**config.mk**
```make
export PLATFORM = sky130hd
export DESIGN_NAME = render_dispatcher
export DESIGN_NICKNAME = d
export VERILOG_FILES = /design/src/rtl/render_pkg.sv /design/src/rtl/rr_arbiter.sv /design/src/rtl/render_dispatcher.sv
export SDC_FILE = /design/constraint.sdc
export NUM_CORES = 1
export LEC_CHECK = 0
export ABC_AREA = 1
export CORE_MARGIN = 8
export CORE_UTILIZATION = 25
export CTS_CLUSTER_SIZE = 20
export DETAILED_ROUTE_END_ITERATION = 10
export DONT_BUFFER_PORTS = 1
export RECOVER_POWER = 50
export SLEW_MARGIN = 15
export SYNTH_ARGS = -nofsm -noshare
export SYNTH_HDL_FRONTEND = slang
export SYNTH_HIERARCHICAL = 1
export SYNTH_SLANG_ARGS = --single-unit
```
**constraint.sdc**
```tcl
create_clock -name clk_in -period 5.65 [get_ports clk_in]
set_clock_uncertainty 0.05 [all_clocks]
set_input_delay 0.565 -clock clk_in [delete_from_list [all_inputs] [get_ports clk_in]]
set_output_delay 0.565 -clock clk_in [all_outputs]
set_load 0.01 [all_outputs]
```
**src/rtl/render_pkg.sv**
```systemverilog
// Shared types and helpers for the render dispatcher: FSM states, pixel
// colour type and frame-buffer bank geometry.
package render_pkg;

  typedef enum logic [1:0] {
    ST_ISSUE     = 2'd0,
    ST_DRAIN     = 2'd1,
    ST_SWAP_WAIT = 2'd2
  } state_t;

  typedef logic [23:0] rgb_t;

  // Coordinates carry one spare code so a result lying past the image edge
  // can still be presented and flagged.
  function automatic int coord_width(input int n);
    return $clog2(n + 1);
  endfunction

  // Word offset of the second frame-buffer bank: one full image further on.
  function automatic logic [31:0] bank_offset(input int w, input int h);
    return 32'(w * h);
  endfunction

endpackage

```
**src/rtl/rr_arbiter.sv**
```systemverilog
// N-way round-robin arbiter. Priority starts at the pointer lane and the
// pointer moves one past the granted lane whenever 'advance' is high.
module rr_arbiter #(
  parameter int N = 4
) (
  input  logic         clk_in,
  input  logic         rst_in,
  input  logic [N-1:0] req,
  input  logic         advance,
  output logic [N-1:0] grant
);

  localparam int PW = (N > 1) ? $clog2(N) : 1;

  logic [PW-1:0] ptr_q;
  logic [PW-1:0] gidx;

  // Scan from the farthest lane back to the pointer so the closest requester wins
  always_comb begin
    int k;
    grant = '0;
    gidx  = '0;
    k     = 0;
    for (int i = N - 1; i >= 0; i--) begin
      k = (int'(ptr_q) + i) % N;
      if (req[k[PW-1:0]]) begin
        grant            = '0;
        grant[k[PW-1:0]] = 1'b1;
        gidx             = k[PW-1:0];
      end
    end
  end

  // Hand priority to the lane after the one just served
  always_ff @(posedge clk_in) begin
    if (rst_in) begin
      ptr_q <= '0;
    end else if (advance && (|grant)) begin
      ptr_q <= (gidx == PW'(N - 1)) ? '0 : gidx + 1'b1;
    end
  end

endmodule

```
**src/rtl/render_dispatcher.sv**
```systemverilog
// Raster-order pixel dispatcher for a set of shading lanes, with round-robin
// result writeback into a frame buffer.
// Optional feature: define RENDER_DOUBLE_BUFFER_EN for two frame-buffer banks
// and a vsync-synchronised bank swap between frames.
module render_dispatcher
  import render_pkg::*;
#(
  parameter  int WIDTH           = 1280,
  parameter  int HEIGHT          = 720,
  parameter  int N_LANES         = 4,
  parameter  int MAX_OUTSTANDING = 16,
  localparam int XW              = coord_width(WIDTH),
  localparam int YW              = coord_width(HEIGHT)
) (
  input  logic                         clk_in,
  input  logic                         rst_in,
  output logic [N_LANES-1:0]           lane_valid_out,
  output logic [XW-1:0]                lane_x_out,
  output logic [YW-1:0]                lane_y_out,
  input  logic [N_LANES-1:0]           lane_ready_in,
  input  logic [N_LANES-1:0]           res_valid_in,
  input  logic [N_LANES-1:0][XW-1:0]   res_x_in,
  input  logic [N_LANES-1:0][YW-1:0]   res_y_in,
  input  rgb_t [N_LANES-1:0]           res_rgb_in,
  output logic [N_LANES-1:0]           res_ready_out,
  output logic                         fb_we_out,
  output logic [31:0]                  fb_addr_out,
  output rgb_t                         fb_data_out,
  input  logic                         vsync_in,
  output logic                         buf_sel_out,
  output logic                         frame_done_out,
  output logic                         bad_coord_out
);

  localparam int CW = $clog2(MAX_OUTSTANDING + 1);

  state_t             state_q, state_d;
  logic [XW-1:0]      x_q;
  logic [YW-1:0]      y_q;
  logic [CW-1:0]      out_q;
  logic               issue_en, issue, accept, last_pix;
  logic [N_LANES-1:0] issue_grant, wb_grant;
  logic [XW-1:0]      sel_x;
  logic [YW-1:0]      sel_y;
  rgb_t               sel_rgb;
  logic               in_range, back_bank;

  assign issue_en = (state_q == ST_ISSUE) && (out_q != CW'(MAX_OUTSTANDING));
  assign last_pix = (x_q == XW'(WIDTH - 1)) && (y_q == YW'(HEIGHT - 1));

  rr_arbiter #(.N(N_LANES)) u_issue_arb (
    .clk_in  (clk_in),
    .rst_in  (rst_in),
    .req     (lane_ready_in & {N_LANES{issue_en}}),
    .advance (issue),
    .grant   (issue_grant)
  );

  rr_arbiter #(.N(N_LANES)) u_wb_arb (
    .clk_in  (clk_in),
    .rst_in  (rst_in),
    .req     (res_valid_in),
    .advance (accept),
    .grant   (wb_grant)
  );

  assign lane_valid_out = issue_grant;
  assign issue          = |issue_grant;
  assign lane_x_out     = x_q;
  assign lane_y_out     = y_q;
  assign res_ready_out  = wb_grant;
  assign accept         = |wb_grant;

  // Route the granted lane's result onto the writeback path
  always_comb begin
    sel_x   = '0;
    sel_y   = '0;
    sel_rgb = '0;
    for (int i = 0; i < N_LANES; i++) begin
      if (wb_grant[i]) begin
        sel_x   = res_x_in[i];
        sel_y   = res_y_in[i];
        sel_rgb = res_rgb_in[i];
      end
    end
    in_range = (32'(sel_x) < 32'(WIDTH)) && (32'(sel_y) < 32'(HEIGHT));
  end

`ifdef RENDER_DOUBLE_BUFFER_EN
  assign back_bank = ~buf_sel_out;

  // Flip the displayed bank on the vsync that ends the swap wait
  always_ff @(posedge clk_in) begin
    if (rst_in) begin
      buf_sel_out <= 1'b0;
    end else if ((state_q == ST_SWAP_WAIT) && vsync_in) begin
      buf_sel_out <= ~buf_sel_out;
    end
  end
`else
  logic unused_vsync;
  assign unused_vsync = vsync_in;
  assign back_bank    = 1'b0;
  assign buf_sel_out  = 1'b0;
`endif

  // Walk the raster cursor one pixel per issue, wrapping at the image edges
  always_ff @(posedge clk_in) begin
    if (rst_in) begin
      x_q <= '0;
      y_q <= '0;
    end else if (issue) begin
      if (x_q == XW'(WIDTH - 1)) begin
        x_q <= '0;
        y_q <= (y_q == YW'(HEIGHT - 1)) ? '0 : y_q + 1'b1;
      end else begin
        x_q <= x_q + 1'b1;
      end
    end
  end

  // Track pixels in flight; stray results after a reset cannot drive it below zero
  always_ff @(posedge clk_in) begin
    if (rst_in) begin
      out_q <= '0;
    end else begin
      case ({issue, accept})
        2'b10:   out_q <= out_q + 1'b1;
        2'b01:   if (out_q != '0) out_q <= out_q - 1'b1;
        default: out_q <= out_q;
      endcase
    end
  end

  // Dispatcher state register
  always_ff @(posedge clk_in) begin
    if (rst_in) begin
      state_q <= ST_ISSUE;
    end else begin
      state_q <= state_d;
    end
  end

  // Frame sequencing: issue the frame, drain it, then optionally wait for vsync
  always_comb begin
    state_d        = state_q;
    frame_done_out = 1'b0;
    case (state_q)
      ST_ISSUE: begin
        if (issue && last_pix) state_d = ST_DRAIN;
      end
      ST_DRAIN: begin
        if (out_q == '0) begin
          frame_done_out = 1'b1;
`ifdef RENDER_DOUBLE_BUFFER_EN
          state_d = ST_SWAP_WAIT;
`else
          state_d = ST_ISSUE;
`endif
        end
      end
      ST_SWAP_WAIT: begin
`ifdef RENDER_DOUBLE_BUFFER_EN
        if (vsync_in) state_d = ST_ISSUE;
`else
        state_d = ST_ISSUE;
`endif
      end
      default: state_d = ST_ISSUE;
    endcase
  end

  // Register accepted results into frame-buffer writes; out-of-range ones only raise the flag
  always_ff @(posedge clk_in) begin
    if (rst_in) begin
      fb_we_out     <= 1'b0;
      fb_addr_out   <= '0;
      fb_data_out   <= '0;
      bad_coord_out <= 1'b0;
    end else begin
      fb_we_out <= accept && in_range;
      if (accept && in_range) begin
        fb_addr_out <= 32'(sel_x) + 32'(WIDTH) * 32'(sel_y)
                     + (back_bank ? bank_offset(WIDTH, HEIGHT) : 32'd0);
        fb_data_out <= sel_rgb;
      end
      if (accept && !in_range) bad_coord_out <= 1'b1;
    end
  end

endmodule

```
==> results of run 1 <==
==> cells by family after synthesis <==
| kind of cell | count (synthesis) |
|---|---|
| buffers and inverters | 228 |
| adder cells (fa/ha/maj) | 42 |
| XOR/XNOR | 18 |
| AND/OR/NAND/NOR | 611 |
| other | 1 |
| flip-flops | 79 |
| AO/OA/AOI/OAI | 125 |
==> sequential cells by signal (all words and copies together), names as in the netlist <==
| name | count |
|---|---|
| bad_coord_out | 1 |
| lane_x_out | 11 |
| out_q | 5 |
| fb_addr_out | 22 |
| fb_we_out | 1 |
| fb_data_out | 24 |
| u_wb_arb/ptr_q | 2 |
| u_issue_arb/ptr_q | 2 |
| lane_y_out | 10 |
| state_q | 1 |
==> stage by stage <==
step,hold slack (ns),worst slack [ns]
5_1_grt,0.205,0.0350
4_1_cts,0.209,0.234
2_1_floorplan,0.393,0.851
3_3_place_gp,0.417,0.381
3_5_place_dp,0.428,0.258
6_report,0.231,0.434
==> area by class of cell <==
type,instances,share of cell area [%]
inverter,172,8.80
multi-input combinational,809,57.7
timing repair buffer,21,2.14
tap,341,5.78
clock inverter,7,1.05
sequential,79,21.4
clock buffer,9,3.05
==> repair_timing <==
| action | 4_1_cts | 5_1_grt |
|---|---|---|
| gates resized for setup | 0 | 1 |
| setup buffers | 0 | 7 |
| setup endpoints to repair | 0 | 4 |
==> Yosys cell counts (2+ instances only) <==
library cell    n
buf_1           5
fa_1            3
o22ai_1         4
nor3b_1         4
nand3b_1        3
nor2_2         18
or2_2           2
xor2_1         13
o21ai_1        10
nor2_1        104
nand4_1        36
inv_2          29
nand2_1       312
nand2_4         3
nor3_1          8
a22oi_1         3
buf_6           7
a21boi_1        3
buf_2          10
o221ai_1       32
a21oi_2         2
inv_1         142
a21oi_1        42
dfxtp_1        79
nand2_2        12
ha_1           39
xnor2_1         5
nand3_1       102
nand3_2         2
buf_4          16
a21boi_0        3
a211oi_1        3
o21ai_0        18
clkbuf_1       17
==> final timing paths <==
check / from / endpoint / cells after the start / slack [ns]
max: u_wb_arb/ptr_q[1]$_SDFFE_PP0P_ / fb_addr_out[17]$_SDFFE_PP0P_ / 26 / 0.43
min: rst_in / lane_x_out[6]$_SDFFE_PP0P_ / 1 / 0.23
max reg2reg: u_wb_arb/ptr_q[1]$_SDFFE_PP0P_ / fb_addr_out[17]$_SDFFE_PP0P_ / 26 / 0.43
min reg2reg: state_q[0]$_SDFFE_PP0P_ / state_q[0]$_SDFFE_PP0P_ / 2 / 0.44
==> layout by cell type, fill, tap and decap left out, types with 11 or more instances in the layout <==
| master | instances |
|---|---|
| nand2_1 | 314 |
| inv_1 | 141 |
| nor2_1 | 106 |
| nand3_1 | 101 |
| dfxtp_1 | 79 |
| a21oi_1 | 42 |
| ha_1 | 39 |
| nand4_1 | 36 |
| o221ai_1 | 32 |
| inv_2 | 30 |
| buf_4 | 21 |
| o21ai_0 | 18 |
| nor2_2 | 16 |
| xor2_1 | 13 |
| conb_1 | 11 |
==> routing by layer <==
| layer | routed length (µm) | share of wire, % | track usage, % | vias to the layer above |
|---|---|---|---|---|
| li1 | - | - | - | 3506 |
| met1 | 10400 | 43 | 16.6 | 3119 |
| met2 | 11300 | 47 | 22.6 | 262 |
| met3 | 1950 | 8.1 | 4.56 | 25 |
| met4 | 464 | 1.9 | 3.90 | 0 |
| met5 | 0 | 0 | 0 | - |
==> results.tsv, run 1 <==
stage	metric	value	unit
drt	via_count	6912	
place	placed_cell_area	7020	µm²
timing	rsz0062_at_grt	false	
floorplanning	die_h	181	µm
timing	tns	0	ns
worst_setup_path	crit_type	reg2reg	
clock_network	cts_hold_buf	0	
clock_network	htreeDepth	3	
yosys	synth_top_family_by_area	simple AND/OR/NAND/NOR gates	
timing	fin_crit_sh	92.3	%
place	dp.cells	1413	
clock_network	tritoncts	built	
floorplanning	core.rowCount	60	
yosys	synth_top_area_cell	dfxtp_1	
clock_network	cts_buffer_depth	2	
final_layout	syn_to_final_growth	9.00	%
yosys	synth_compound_area_share	11.8	%
worst_setup_path	cp.buffers_inverters	6	
worst_setup_path	crit_arrival	5.45	ns
worst_setup_path	critPathTopFamily	simple AND/OR/NAND/NOR gates	
floorplanning	dieArea	32600	µm²
yosys	synth.avg_cell_area	6.13	µm²
yosys	ys_seq_area_share	23.4	%
yosys	yosys.area_share.xor_xnor	2.33	%
grt	grt_pass1_wl	35500	µm
timing	slew_headroom	56.8	%
yosys	ys_seq_elements	79	
drt	first_iter_violations	559	
final_layout	drive_above_1_share	10.0	%
grt	grt_max_degree	57	
drt	wl_per_cell	16.8	µm
yosys	synthCells	1104	
worst_setup_path	cpMaxStageDelayCell	fa_1	
grt	grt_pass1_vias	6428	
floorplanning	fp.dieW	181	µm
timing	slew_viol_final	0	
timing	fmax	0.192	GHz
drt	drc_errors	0	
final_layout	fin_util	27.5	%
clock_network	cts_buffers	9	
worst_setup_path	worstSetupStartpointType	register	
clock_network	cts_root_buf	clkbuf_16	
worst_setup_path	critPathRequiredTime	5.89	ns
grt	grt-ovfl-total	0	
timing	post-route-min-period	5.22	ns
yosys	synth.area.top_cells	dfxtp_1, nand2_1, inv_1	
clock_network	cts.sinks	79	
grt	track_usage	13.7	%
yosys	synth_area	6770	µm²
yosys	synthFlopType	dfxtp_1	
final_layout	fillers	2996	
timing	max_slew.worst_pin.slew	0.647	ns
timing	hold_viol_final	0	
final_layout	multi_input_area	4260	µm²
worst_setup_path	end_kind	register	
worst_setup_path	critPathMaxStageDelay	0.49	ns
place	dp_hpwl	18500	µm
floorplanning	ioPinCount	280	
final_layout	seq_area	1580	µm²
final_layout	antenna_cells	0	
clock_network	clkTransAtPathRegs	0.07	ns
clock_network	clkLatencyLatePin	0.35	ns
drt	antenna_left	0	
yosys	ys_async_sr_fraction	0	%
drt	via_per_inst	4.81	
worst_setup_path	timing.critical_path.fanout_max	11	
final_layout	final_cell_area	7380	µm²
floorplanning	initial_core_util	25.3	%
yosys	synth_top_area_share	23.4	%
floorplanning	design.core.area	26800	µm²
yosys	muxShareOfSynthArea	0	%
yosys	synth_cell_types	47	
yosys	synth-simple-area-share	39.8	%
final_layout	nets	1325	
job	cap_violations	0	
grt	antenna_found_initial	0	
yosys	synthAdderAreaFrac	8.10	%
place	place_congestion	0.823	
status	outcome	completed	
drt	wl	24100	µm
place	numPortBuffers	0	
drt	first_pass_iters	5	
yosys	yosys_warnings	6	
yosys	synth-edff-count	0	
final_layout	fin_cells	1438	
timing	finalSetupViolCount	0	
worst_hold_path	hold_path.class	in2reg	
Power of run 1 is left out: the tool's default activity adds up to more than one toggle a clock period on the data nets, which glitch-free logic cannot reach.
==> inputs of run 2 (changes only) <==
MAX_ROUTING_LAYER = met4   (was not set)
==> run 2 against run 1 <==
- largest cell class unchanged
- critical path depth stayed put
- highest routed layer unchanged
- cell area stayed put
- critical path type unchanged
- global-route usage is 0.40 points higher
==> results.tsv, run 2 (synthesized netlist as in run 1, its figures left out) <==
stage	metric	value	unit
status	outcome	completed	
floorplanning	dieArea	32600	µm²
grt	grt_max_degree	57	
worst_setup_path	timing.rr.start	u_wb_arb/ptr_q[1]$_SDFFE_PP0P_	
drt	antenna_left	0	
drt	first_pass_iters	6	
worst_setup_path	worstSetupStartpointType	register	
grt	track_usage	14.1	%
clock_network	cts_root_buf	clkbuf_16	
final_layout	fillers	2996	
floorplanning	fp.dieW	181	µm
place	place_congestion	0.835	
worst_setup_path	critPathMaxStageDelay	0.50	ns
job	cap_violations	0	
final_layout	layout_commonest_cell	nand2_1	
final_layout	drive_above_1_share	10.0	%
clock_network	clkTransAtPathRegs	0.07	ns
clock_network	cts_hold_buf	0	
clock_network	cts_buffer_depth	2	
clock_network	cts.sinks	79	
drt	first_iter_violations	525	
worst_setup_path	crit_arrival	5.47	ns
grt	grt-ovfl-total	0	
timing	hold_viol_final	0	
worst_hold_path	hold_path.class	in2reg	
timing	slew_headroom	56.9	%
timing	tns	0	ns
place	numPortBuffers	0	
drt	via_count	6909	
place	dp.cells	1413	
worst_setup_path	timing.critical_path.fanout_max	11	
timing	fmax	0.191	GHz
worst_setup_path	cpMaxStageDelayCell	dfxtp_1	
timing	fin_crit_sh	92.6	%
drt	via_per_inst	4.80	
clock_network	tritoncts	built	
timing	rsz0062_at_grt	false	
timing	finalSetupViolCount	0	
drt	wl_per_cell	16.8	µm
grt	grt_pass1_wl	35600	µm
clock_network	clkLatencyLatePin	0.35	ns
worst_setup_path	critPathRequiredTime	5.89	ns
final_layout	regMostFlops	fb_data_out	
worst_setup_path	cp.buffers_inverters	6	
final_layout	largest_reg_flops	24	
drt	drc_errors	0	
floorplanning	design.core.area	26800	µm²
worst_setup_path	end_kind	register	
worst_setup_path	critPathLaunch	u_wb_arb/ptr_q[1]$_SDFFE_PP0P_	
grt	antenna_found_initial	0	
final_layout	nets	1325	
floorplanning	core.rowCount	60	
floorplanning	ioPinCount	280	
final_layout	final_cell_mix	nand2_1, inv_1, nor2_1, nand3_1, dfxtp_1	
clock_network	htreeDepth	3	
timing	max_slew.worst_pin.slew	0.647	ns
timing	slew_viol_final	0	
timing	post-route-min-period	5.23	ns
floorplanning	die_h	181	µm
drt	wl	24200	µm
final_layout	antenna_cells	0	
clock_network	cts_buffers	9	
final_layout	fin_cells	1438	
grt	grt_pass1_vias	6421	
floorplanning	initial_core_util	25.3	%
worst_setup_path	critPathTopFamily	simple AND/OR/NAND/NOR gates	
place	dp_hpwl	18500	µm
worst_hold_path	hold_path_startpoint	rst_in	
final_layout	syn_to_final_growth	9.00	%
worst_setup_path	crit_type	reg2reg	
==> run 2: per-stage QoR <==
stage / setup slack (ns) / instance area, µm² / hold WS [ns] / utilization (%)
2_1_floorplan: 0.851 / 6810 / 0.393 / -
3_3_place_gp: 0.381 / 7020 / 0.417 / 26.2
3_5_place_dp: 0.258 / 7020 / 0.428 / 26.2
4_1_cts: 0.234 / 7320 / 0.209 / 27.3
5_1_grt: 0.0426 / 7380 / 0.205 / 27.5
6_report: 0.420 / 7380 / 0.231 / 27.5
==> run 2: worst paths after layout <==
check	end	slack, ns	cells past startpoint
worst max register to register	fb_addr_out[17]$_SDFFE_PP0P_	0.42	26
worst min-delay path	lane_x_out[6]$_SDFFE_PP0P_	0.23	1
worst max-delay path	fb_addr_out[17]$_SDFFE_PP0P_	0.42	26
worst min register to register	state_q[0]$_SDFFE_PP0P_	0.44	2
==> run 2: final cells by class <==
type,instances,area [µm²],share of cell area [%]
Clock buffer,9,225,3.05
Clock inverter,7,77.6,1.05
Inverter,172,649,8.80
Multi-Input combinational cell,809,4260,57.7
Tap cell,341,427,5.78
Timing Repair Buffer,21,158,2.14
Sequential cell,79,1580,21.4
==> run 2: metal layers <==
metal | part of all wire (%) | track usage [%] | up-vias
met5 | 0 | - | -
met4 | 1.6 | 3.90 | 0
met3 | 7.5 | 4.21 | 21
met2 | 47 | 22.6 | 246
met1 | 44 | 16.8 | 3133
li1 | - | - | 3509
==> run 2: what timing repair did <==
| action | CTS | global route |
|---|---|---|
| buffers inserted | 0 | 7 |
| endpoints found under the hold margin | 0 | 0 |
| gates resized for setup | 0 | 1 |
| setup endpoints to repair | 0 | 4 |
Power of run 2 is left out for the same reason.
==> inputs of run 3 (changes only) <==
clock period = 5.87 ns   (was 5.65 ns; I/O delays follow)
==> run 3 against run 2 <==
- final cell count down 0.63%
- sequential share of layout area is 0.18 points higher
- fmax down 2.8%
- sequential cell count is the same
- first-iteration DRC count down 5.0%
- cell area decreased by 0.85%
- routed wire length shrank 1.7%
- via count decreased by 0.25%
- setup slack improved by 0.067 ns
==> results.tsv, run 3 (synthesized netlist as in run 1, its figures left out) <==
stage	metric	value	unit
drt	drc_errors	0	
place	place_congestion	0.849	
floorplanning	fp.dieW	181	µm
final_layout	fillers	2995	
drt	antenna_left	0	
final_layout	drive_above_1_share	9.10	%
floorplanning	dieArea	32600	µm²
worst_setup_path	r2r_slack	0.49	ns
timing	post-route-min-period	5.38	ns
status	outcome	completed	
clock_network	clkLatencyLatePin	0.35	ns
place	numPortBuffers	0	
clock_network	cts_buffers	9	
worst_setup_path	crit_top_cell	nor2_1	
final_layout	layout_commonest_cell	nand2_1	
grt	grt_max_degree	57	
drt	via_count	6892	
grt	antenna_found_initial	0	
grt	grt-ovfl-total	0	
floorplanning	ioPinCount	280	
final_layout	nets	1316	
floorplanning	design.core.area	26800	µm²
floorplanning	core.rowCount	60	
clock_network	cts.sinks	79	
final_layout	final_cell_mix	nand2_1, inv_1, nor2_1, nand3_1, dfxtp_1	
clock_network	postCtsSetupBuffers	0	
final_layout	fin_cells	1429	
drt	via_per_inst	4.82	
clock_network	cts_buffer_depth	2	
final_layout	largest_reg_flops	24	
place	dp_hpwl	18500	µm
timing	fin_crit_sh	91.7	%
clock_network	cts_hold_buf	0	
drt	first_iter_violations	499	
clock_network	cts_root_buf	clkbuf_16	
worst_setup_path	critPathTopFamily	simple AND/OR/NAND/NOR gates	
clock_network	tritoncts	built	
drt	wl_per_cell	16.6	µm
worst_setup_path	timing.critical_path.fanout_max	15	
worst_setup_path	crit_arrival	5.62	ns
place	dp.cells	1413	
job	cap_violations	0	
worst_setup_path	cp.buffers_inverters	7	
timing	tns	0	ns
clock_network	htreeDepth	3	
timing	slew_viol_final	0	
final_layout	regMostFlops	fb_data_out	
worst_setup_path	cpMaxStageDelayCell	dfxtp_1	
worst_setup_path	critPathRequiredTime	6.10	ns
clock_network	cts_resized	0	
timing	finalSetupViolCount	0	
grt	grt_pass1_wl	36300	µm
final_layout	syn_to_final_growth	8.08	%
grt	track_usage	14.4	%
timing	max_slew.worst_pin.slew	0.702	ns
final_layout	antenna_cells	0	
timing	rsz0062_at_grt	false	
grt	grt_pass1_vias	6577	
worst_hold_path	hold_path.class	in2reg	
floorplanning	initial_core_util	25.3	%
timing	hold_viol_final	0	
timing	slew_headroom	53.2	%
worst_setup_path	end_kind	register	
worst_setup_path	worstSetupStartpointType	register	
drt	first_pass_iters	6	
drt	wl	23800	µm
worst_setup_path	critPathMaxStageDelay	0.58	ns
worst_setup_path	crit_type	reg2reg	
floorplanning	die_h	181	µm
timing	fmax	0.186	GHz
clock_network	clkTransAtPathRegs	0.07	ns
run 3: metrics by stage:
stage / cell area [µm²] / hold WS [ns] / setup WS (ns) / util (%)
floorplan: 6810 / 0.393 / 1.07 / -
global placement: 7020 / 0.412 / 0.603 / 26.2
detailed placement: 7020 / 0.426 / 0.488 / 26.2
CTS: 7330 / 0.232 / 0.494 / 27.3
global route: 7320 / 0.224 / 0.0320 / 27.3
finish: 7320 / 0.255 / 0.487 / 27.3
run 3: final timing paths:
kind / to / from / cells after the start
setup / recovery: fb_addr_out[17]$_SDFFE_PP0P_ / u_wb_arb/ptr_q[0]$_SDFFE_PP0P_ / 28
setup reg to reg: fb_addr_out[17]$_SDFFE_PP0P_ / u_wb_arb/ptr_q[0]$_SDFFE_PP0P_ / 28
hold / removal: lane_x_out[6]$_SDFFE_PP0P_ / rst_in / 1
hold reg to reg: state_q[0]$_SDFFE_PP0P_ / state_q[0]$_SDFFE_PP0P_ / 2
run 3: cell type report:
cell class / instances / area (µm²) / share of cell area, %
clock buffers: 9 / 225 / 3.08
multi-input cells: 807 / 4250 / 58.0
repair buffers: 14 / 105 / 1.44
clock inverters: 7 / 86.3 / 1.18
flip-flops and latches: 79 / 1580 / 21.6
inverters: 172 / 646 / 8.83
well taps: 341 / 427 / 5.83
run 3: routing by layer:
layer / vias to the layer above / GRT usage, % / part of all wire [%]
li1: 3486 / - / -
met1: 3125 / 17.4 / 44
met3: 21 / 3.91 / 7.2
met2: 260 / 23.4 / 47
met4: 0 / 3.37 / 1.3
met5: - / - / 0
Power of run 3 is left out for the same reason.
